<file path="config.mk">
export PLATFORM = sky130hd
export DESIGN_NAME = commit_sequencer
export DESIGN_NICKNAME = d
export VERILOG_FILES = /design/src/rtl/commit_sequencer.sv
export SDC_FILE = /design/constraint.sdc
export NUM_CORES = 2
export LEC_CHECK = 0
export CORE_MARGIN = 1.5
export CORE_UTILIZATION = 45
export CTS_CLUSTER_DIAMETER = 80
export DETAILED_ROUTE_END_ITERATION = 8
export GPL_TIMING_DRIVEN = 0
export PLACE_DENSITY = 0.62
export SYNTH_ARGS = -nofsm -noshare
export SYNTH_HDL_FRONTEND = slang
export SYNTH_SLANG_ARGS = --single-unit
</file>
<file path="constraint.sdc">
create_clock -name clk -period 44.6 [get_ports clk]
set_input_delay 13.38 -clock clk [delete_from_list [all_inputs] [get_ports clk]]
set_output_delay 13.38 -clock clk [all_outputs]
set_load 0.1 [all_outputs]
</file>
<file path="src/rtl/commit_sequencer.sv">
// In-order retire sequencer: FIFO-buffered writeback, taken-jump flush/redirect, wrong-path drain.
// Define COMMIT_SEQ_PERF_EN to add stall/redirect/drop performance counters.
module commit_sequencer #(
  parameter int DEPTH     = 4,
  parameter int DRAIN_MAX = 16
) (
  input  logic        clk,
  input  logic        rst,
  input  logic        wb_valid,
  input  logic [31:0] wb_inst,
  input  logic [63:0] wb_pc,
  input  logic        wb_jump_valid,
  input  logic [63:0] wb_jump_target,
  input  logic        wb_skip,
  output logic        wb_ready,
  output logic        commit_valid,
  output logic [31:0] commit_inst,
  output logic [63:0] commit_pc,
  output logic        commit_skip,
  input  logic        commit_ready,
  output logic [63:0] inst_counter,
  output logic        redirect_valid,
  output logic [63:0] redirect_pc,
  output logic        busy
`ifdef COMMIT_SEQ_PERF_EN
  ,
  output logic [63:0] perf_stall_cycles,
  output logic [63:0] perf_redirects,
  output logic [31:0] perf_drops
`endif
);

  localparam int AW = $clog2(DEPTH);
  localparam int PW = AW + 1;
  localparam int CW = $clog2(DRAIN_MAX) + 1;

  typedef enum logic [1:0] {S_RUN, S_REDIRECT, S_DRAIN} state_e;

  state_e         state_q, state_d;
  logic [PW-1:0]  wr_ptr_q, wr_ptr_d, rd_ptr_q, rd_ptr_d;
  logic [CW-1:0]  drain_cnt_q, drain_cnt_d;
  logic [63:0]    inst_counter_q, inst_counter_d;
  logic [63:0]    redirect_pc_q, redirect_pc_d;

  logic [31:0]    inst_q [DEPTH];
  logic [31:0]    inst_d [DEPTH];
  logic [63:0]    pc_q   [DEPTH];
  logic [63:0]    pc_d   [DEPTH];
  logic [63:0]    jt_q   [DEPTH];
  logic [63:0]    jt_d   [DEPTH];
  logic           skip_q [DEPTH];
  logic           skip_d [DEPTH];
  logic           jv_q   [DEPTH];
  logic           jv_d   [DEPTH];

  logic           full, empty, ready_int, pop, push, taken, drain_match;
  logic [AW-1:0]  head, tail;
  logic [PW-1:0]  flushed;

`ifdef COMMIT_SEQ_PERF_EN
  logic [63:0] perf_stall_q, perf_stall_d;
  logic [63:0] perf_redir_q, perf_redir_d;
  logic [31:0] perf_drops_q, perf_drops_d;
`endif

  always_comb begin
    full        = (wr_ptr_q[AW] != rd_ptr_q[AW]) && (wr_ptr_q[AW-1:0] == rd_ptr_q[AW-1:0]);
    empty       = (wr_ptr_q == rd_ptr_q);
    head        = rd_ptr_q[AW-1:0];
    tail        = wr_ptr_q[AW-1:0];
    flushed     = wr_ptr_q - rd_ptr_q - PW'(1);
    ready_int   = ((state_q == S_RUN) && !full) || (state_q == S_DRAIN);
    // Gated so every output reads 0 while reset is held.
    wb_ready    = ready_int && !rst;
    commit_valid = (state_q == S_RUN) && !empty;
    commit_inst = commit_valid ? inst_q[head] : 32'd0;
    commit_pc   = commit_valid ? pc_q[head]   : 64'd0;
    commit_skip = commit_valid ? skip_q[head] : 1'b0;
    pop         = commit_valid && commit_ready;
    taken       = pop && jv_q[head];
    drain_match = wb_valid && (wb_pc == redirect_pc_q);

    state_d        = state_q;
    wr_ptr_d       = wr_ptr_q;
    rd_ptr_d       = rd_ptr_q;
    drain_cnt_d    = drain_cnt_q;
    redirect_pc_d  = redirect_pc_q;
    inst_counter_d = pop ? inst_counter_q + 64'd1 : inst_counter_q;
    inst_d         = inst_q;
    pc_d           = pc_q;
    jt_d           = jt_q;
    skip_d         = skip_q;
    jv_d           = jv_q;
    push           = 1'b0;
`ifdef COMMIT_SEQ_PERF_EN
    perf_stall_d = (commit_valid && !commit_ready) ? perf_stall_q + 64'd1 : perf_stall_q;
    perf_redir_d = perf_redir_q;
    perf_drops_d = perf_drops_q;
`endif

    case (state_q)
      S_RUN: begin
        if (taken) begin
          // Younger entries and any same-cycle push are wrong-path.
          rd_ptr_d      = wr_ptr_q;
          redirect_pc_d = jt_q[head];
          state_d       = S_REDIRECT;
`ifdef COMMIT_SEQ_PERF_EN
          perf_redir_d = perf_redir_q + 64'd1;
          perf_drops_d = perf_drops_q + 32'(flushed);
`endif
        end else begin
          push = wb_valid && ready_int;
          if (push) wr_ptr_d = wr_ptr_q + PW'(1);
          if (pop)  rd_ptr_d = rd_ptr_q + PW'(1);
        end
      end
      S_REDIRECT: begin
        state_d     = S_DRAIN;
        drain_cnt_d = '0;
      end
      S_DRAIN: begin
        drain_cnt_d = drain_cnt_q + CW'(1);
        if (drain_match) begin
          push     = 1'b1;
          wr_ptr_d = wr_ptr_q + PW'(1);
          state_d  = S_RUN;
        end else begin
          if (drain_cnt_q == CW'(DRAIN_MAX - 1)) state_d = S_RUN;
`ifdef COMMIT_SEQ_PERF_EN
          if (wb_valid) perf_drops_d = perf_drops_d + 32'd1;
`endif
        end
      end
      default: state_d = S_RUN;
    endcase

    if (push) begin
      inst_d[tail] = wb_inst;
      pc_d[tail]   = wb_pc;
      jt_d[tail]   = wb_jump_target;
      skip_d[tail] = wb_skip;
      jv_d[tail]   = wb_jump_valid;
    end

    redirect_valid = (state_q == S_REDIRECT);
    redirect_pc    = redirect_pc_q;
    inst_counter   = inst_counter_q;
    busy           = !empty || (state_q != S_RUN);
  end

  always_ff @(posedge clk or posedge rst) begin
    if (rst) begin
      state_q        <= S_RUN;
      wr_ptr_q       <= '0;
      rd_ptr_q       <= '0;
      drain_cnt_q    <= '0;
      inst_counter_q <= '0;
      redirect_pc_q  <= '0;
      for (int i = 0; i < DEPTH; i++) begin
        inst_q[i] <= '0;
        pc_q[i]   <= '0;
        jt_q[i]   <= '0;
        skip_q[i] <= 1'b0;
        jv_q[i]   <= 1'b0;
      end
    end else begin
      state_q        <= state_d;
      wr_ptr_q       <= wr_ptr_d;
      rd_ptr_q       <= rd_ptr_d;
      drain_cnt_q    <= drain_cnt_d;
      inst_counter_q <= inst_counter_d;
      redirect_pc_q  <= redirect_pc_d;
      inst_q         <= inst_d;
      pc_q           <= pc_d;
      jt_q           <= jt_d;
      skip_q         <= skip_d;
      jv_q           <= jv_d;
    end
  end

`ifdef COMMIT_SEQ_PERF_EN
  always_ff @(posedge clk or posedge rst) begin
    if (rst) begin
      perf_stall_q <= '0;
      perf_redir_q <= '0;
      perf_drops_q <= '0;
    end else begin
      perf_stall_q <= perf_stall_d;
      perf_redir_q <= perf_redir_d;
      perf_drops_q <= perf_drops_d;
    end
  end

  assign perf_stall_cycles = perf_stall_q;
  assign perf_redirects    = perf_redir_q;
  assign perf_drops        = perf_drops_q;
`endif

endmodule

</file>
==> key figures <==
Routing
  • Final wirelength: just under 100,000 microns
  • Routed Antenna Nets: 0
  • Drt first pass iters: 4
  • Number of remaining DRC errors: 0
  • First-iteration detailed-routing DRC count: approximately 1,200
  • Drt wl/cell: 25.5 microns
  • Routed via count: ~21,000
  • Vias per Instance: between 5 and 6

Timing
  • Clock Skews: around 0.026 ns
  • Hold Fails Final Rpt: 0
  • Total negative slack: 0 ns
  • Pins over their slew limit: 0
  • Relative slew slack: roughly 13%
  • RSZ-0062 raised after global routing: false
  • Final min period: around 29 ns
  • Final setup violation count: 0
  • Max Freq: approximately 0.035 GHz
  • Period utilisation layout: 64.0%
  • Least-Margin Pin Slew: 1.30 ns

Critical path
  • Reg2reg end: inst_q[118]
  • Reg2reg path depth: 9
  • Crit Path Class: input port to output pin
  • R2r startpoint: redirect_pc[3]
  • Worst setup EP type: output pin
  • Arrival @ worst endpoint: 15.18 ns
  • Worst setup SP type: input port
  • Worst-path fanout max: 2
  • Critical path endpoint: wb_ready
  • CP required: ~31 ns
  • Worst setup startpoint: rst
  • Reg2reg setup slack: 40.33 ns

Placement
  • Placed Area: just over 40,000 sq um
  • PortBufs: approximately 400
  • Global placement routability congestion: 0.852
  • Hpwl dp: around 70,000 microns

Hold path
  • Worst Hold Class: register to register
  • Worst hold path depth: 1

Synth
  • Most frequent cell after synthesis: dfrtp_1
  • Flops & latches, synth: between 700 and 800
  • Synth area leaders: dfrtp_1 (56%), mux2_2 (12%), mux4_2 (10%)
  • Post-synth top cells: dfrtp_1 (789), mux2_2 (391), mux2_1 (320), mux4_2 (162), and2_1 (100)
  • Synthesized area: between 30,000 and 40,000 sq um
  • Average size of a mapped cell: around 16 sq um
  • Register area share after synthesis: a little under three fifths
  • Synth cell types: 54
  • Ys Warns: 0
  • Dominant synthesized flop cell: dfrtp_1
  • Synth area leader: dfrtp_1
  • Synth top area share: a little under three fifths
  • Post-synth EDFFs: 0
  • Net Count, Synth: about 2,400
  • Post-Synthesis Cells: approximately 2,300
  • FFs w/ async S/R, synth: 100%

Finish
  • Area added between synthesis and finish: 23.4%
  • Fin area: between 40,000 and 50,000 sq um
  • Layout cells sized above 1: 27.9%
  • Fill count: approximately 6,300
  • Post-layout nets: 2,935

Global route
  • Initial antenna violation count: 20
  • Vias in the first global route: approximately 23,000
  • Largest net degree at the start of global routing: approximately 140
  • GRT Overall Usage: about 25%
  • Total congestion overflow: 0
  • Global-route wire length before repair: between 100,000 and 150,000 microns

Clock network
  • Hold buffers post-CTS: 0
  • CTS Buffer Depth: 3
  • CTS tree: built
  • H-tree depth: 3
  • CTS root buffer: clkbuf_16
  • CTS Buf Count: 86
  • CTS sink cnt: 789
  • Clk_lat worst skew: between 0.6 and 0.7 ns
  • Clock-pin slew of the registers on the worst-case setup and hold paths: 0.06 ns
  • Post-CTS setup buffer count: 0
  • CTS resizes: 0

Die
  • Die Width: 284 microns
  • Rows: ~100
  • Starting Density: about 46%
  • I/O pin count: just under 400
  • Die area: just over 80,000 sq um
  • Die extent in y: ~280 microns
  • Core footprint: around 78,000 sq um

Run status
  • Status: finished clean

Flow run
  • Max_cap viols: 0
worst max-delay path, stage by stage:
cell             delay, ns
clkdlybuf4s50_1       0.52
nor2_1                0.14
clkdlybuf4s50_1       1.14
layout make-up:
| cell class | instances | area [sq um] | area share (%) |
|---|---|---|---|
| flip-flops and latches | 789 | 19700 | 45.2 |
| multi-input cells | 1323 | 14800 | 33.9 |
| repair buffers | 403 | 4170 | 9.53 |
| clock buffers | 131 | 2570 | 5.89 |
| well taps | 1040 | 1300 | 2.98 |
| plain buffers | 130 | 778 | 1.78 |
| clock inverters | 20 | 223 | 0.509 |
| inverters | 25 | 101 | 0.232 |
| diodes | 6 | 15.0 | 0.0343 |
kinds of logic (layout without fill, tap and decap cells):
group	count (synthesis)	in the layout	synth area share (%)
adders and majority gates	11	11	0.389
other	0	6	0
muxes	875	875	33.0
buffers and inverters	155	709	2.46
DFF	789	789	55.7
xor gates and xnor gates	116	116	2.93
and+or+nand+nor	284	284	4.75
AOI/OAI and AO/OA	37	37	0.777
worst min-delay path by stage:
stage / startpoint / end
after floorplan: drain_cnt_q[3] / drain_cnt_q[3]
after global placement: pc_q[121] / pc_q[121]
after detailed placement: jt_q[166] / jt_q[166]
after CTS: jt_q[166] / jt_q[166]
after global routing: jt_q[30] / jt_q[30]
final: jt_q[166] / jt_q[166]
cell usage in the layout, fill, tap and decap left out, types with 3 or more instances in the layout:
cell type        Yosys  routed
nor2_4               4       4
nor3_1               4       4
nor4_1              10      10
buf_4               13      13
inv_6                0       3
nand4_1             21      21
and2_1             100     100
clkbuf_8             0      21
ha_1                11      11
o21ai_0             12      12
nand2b_1             3       3
o22ai_1              3       3
dfrtp_1            789     789
xor2_1              49      49
clkbuf_16            0      88
buf_16               0       7
and3_1              12      12
bufinv_16            0       4
buf_1               22      22
and4_1               5       5
a2111oi_0            6       6
nor2_1              19      18
a21oi_1              5       5
mux2_1             320     320
clkdlybuf4s50_1      0     394
clkbuf_1            32      54
buf_2               37      37
inv_1               25      24
mux2_2             391     391
clkinv_2             0      12
diode_2              0       6
xnor2_1             64      64
buf_6               26      26
nor2b_1             20      20
nand3_1             30      30
mux4_2             162     162
xor2_2               3       3
nand2_1             43      43
per-layer routing:
metal | global-route usage [%] | share of wire [%] | up-vias
met5 | 0 | 0.16 | -
met3 | 5.53 | 5.1 | 191
met1 | 32.8 | 42 | 11300
li1 | - | - | 9253
met4 | 8.60 | 3.4 | 24
met2 | 40.5 | 49 | 453
state kept, by name, indices dropped and copies added (netlist names):
register	flops
jt_q	256
pc_q	256
inst_q	128
inst_counter	64
redirect_pc	64
drain_cnt_q	5
jv_q	4
skip_q	4
rd_ptr_q	3
wr_ptr_q	3
state_q	2
metrics by stage:
stage / setup slack [ns] / std cells / hold WS, ns / util (%)
2_1_floorplan: 9.07 / 2267 / 0.444 / -
3_3_place_gp: 1.18 / 3701 / 0.461 / 52.3
3_5_place_dp: 16.02 / 3710 / 0.469 / 52.6
4_1_cts: 16.02 / 3861 / 0.482 / 56.2
5_1_grt: 15.99 / 3866 / 0.494 / 56.2
6_report: 16.04 / 3867 / 0.479 / 56.2
Power is not shown: default switching activity piles up to over one toggle a cycle in this logic, so the estimate is an artifact.
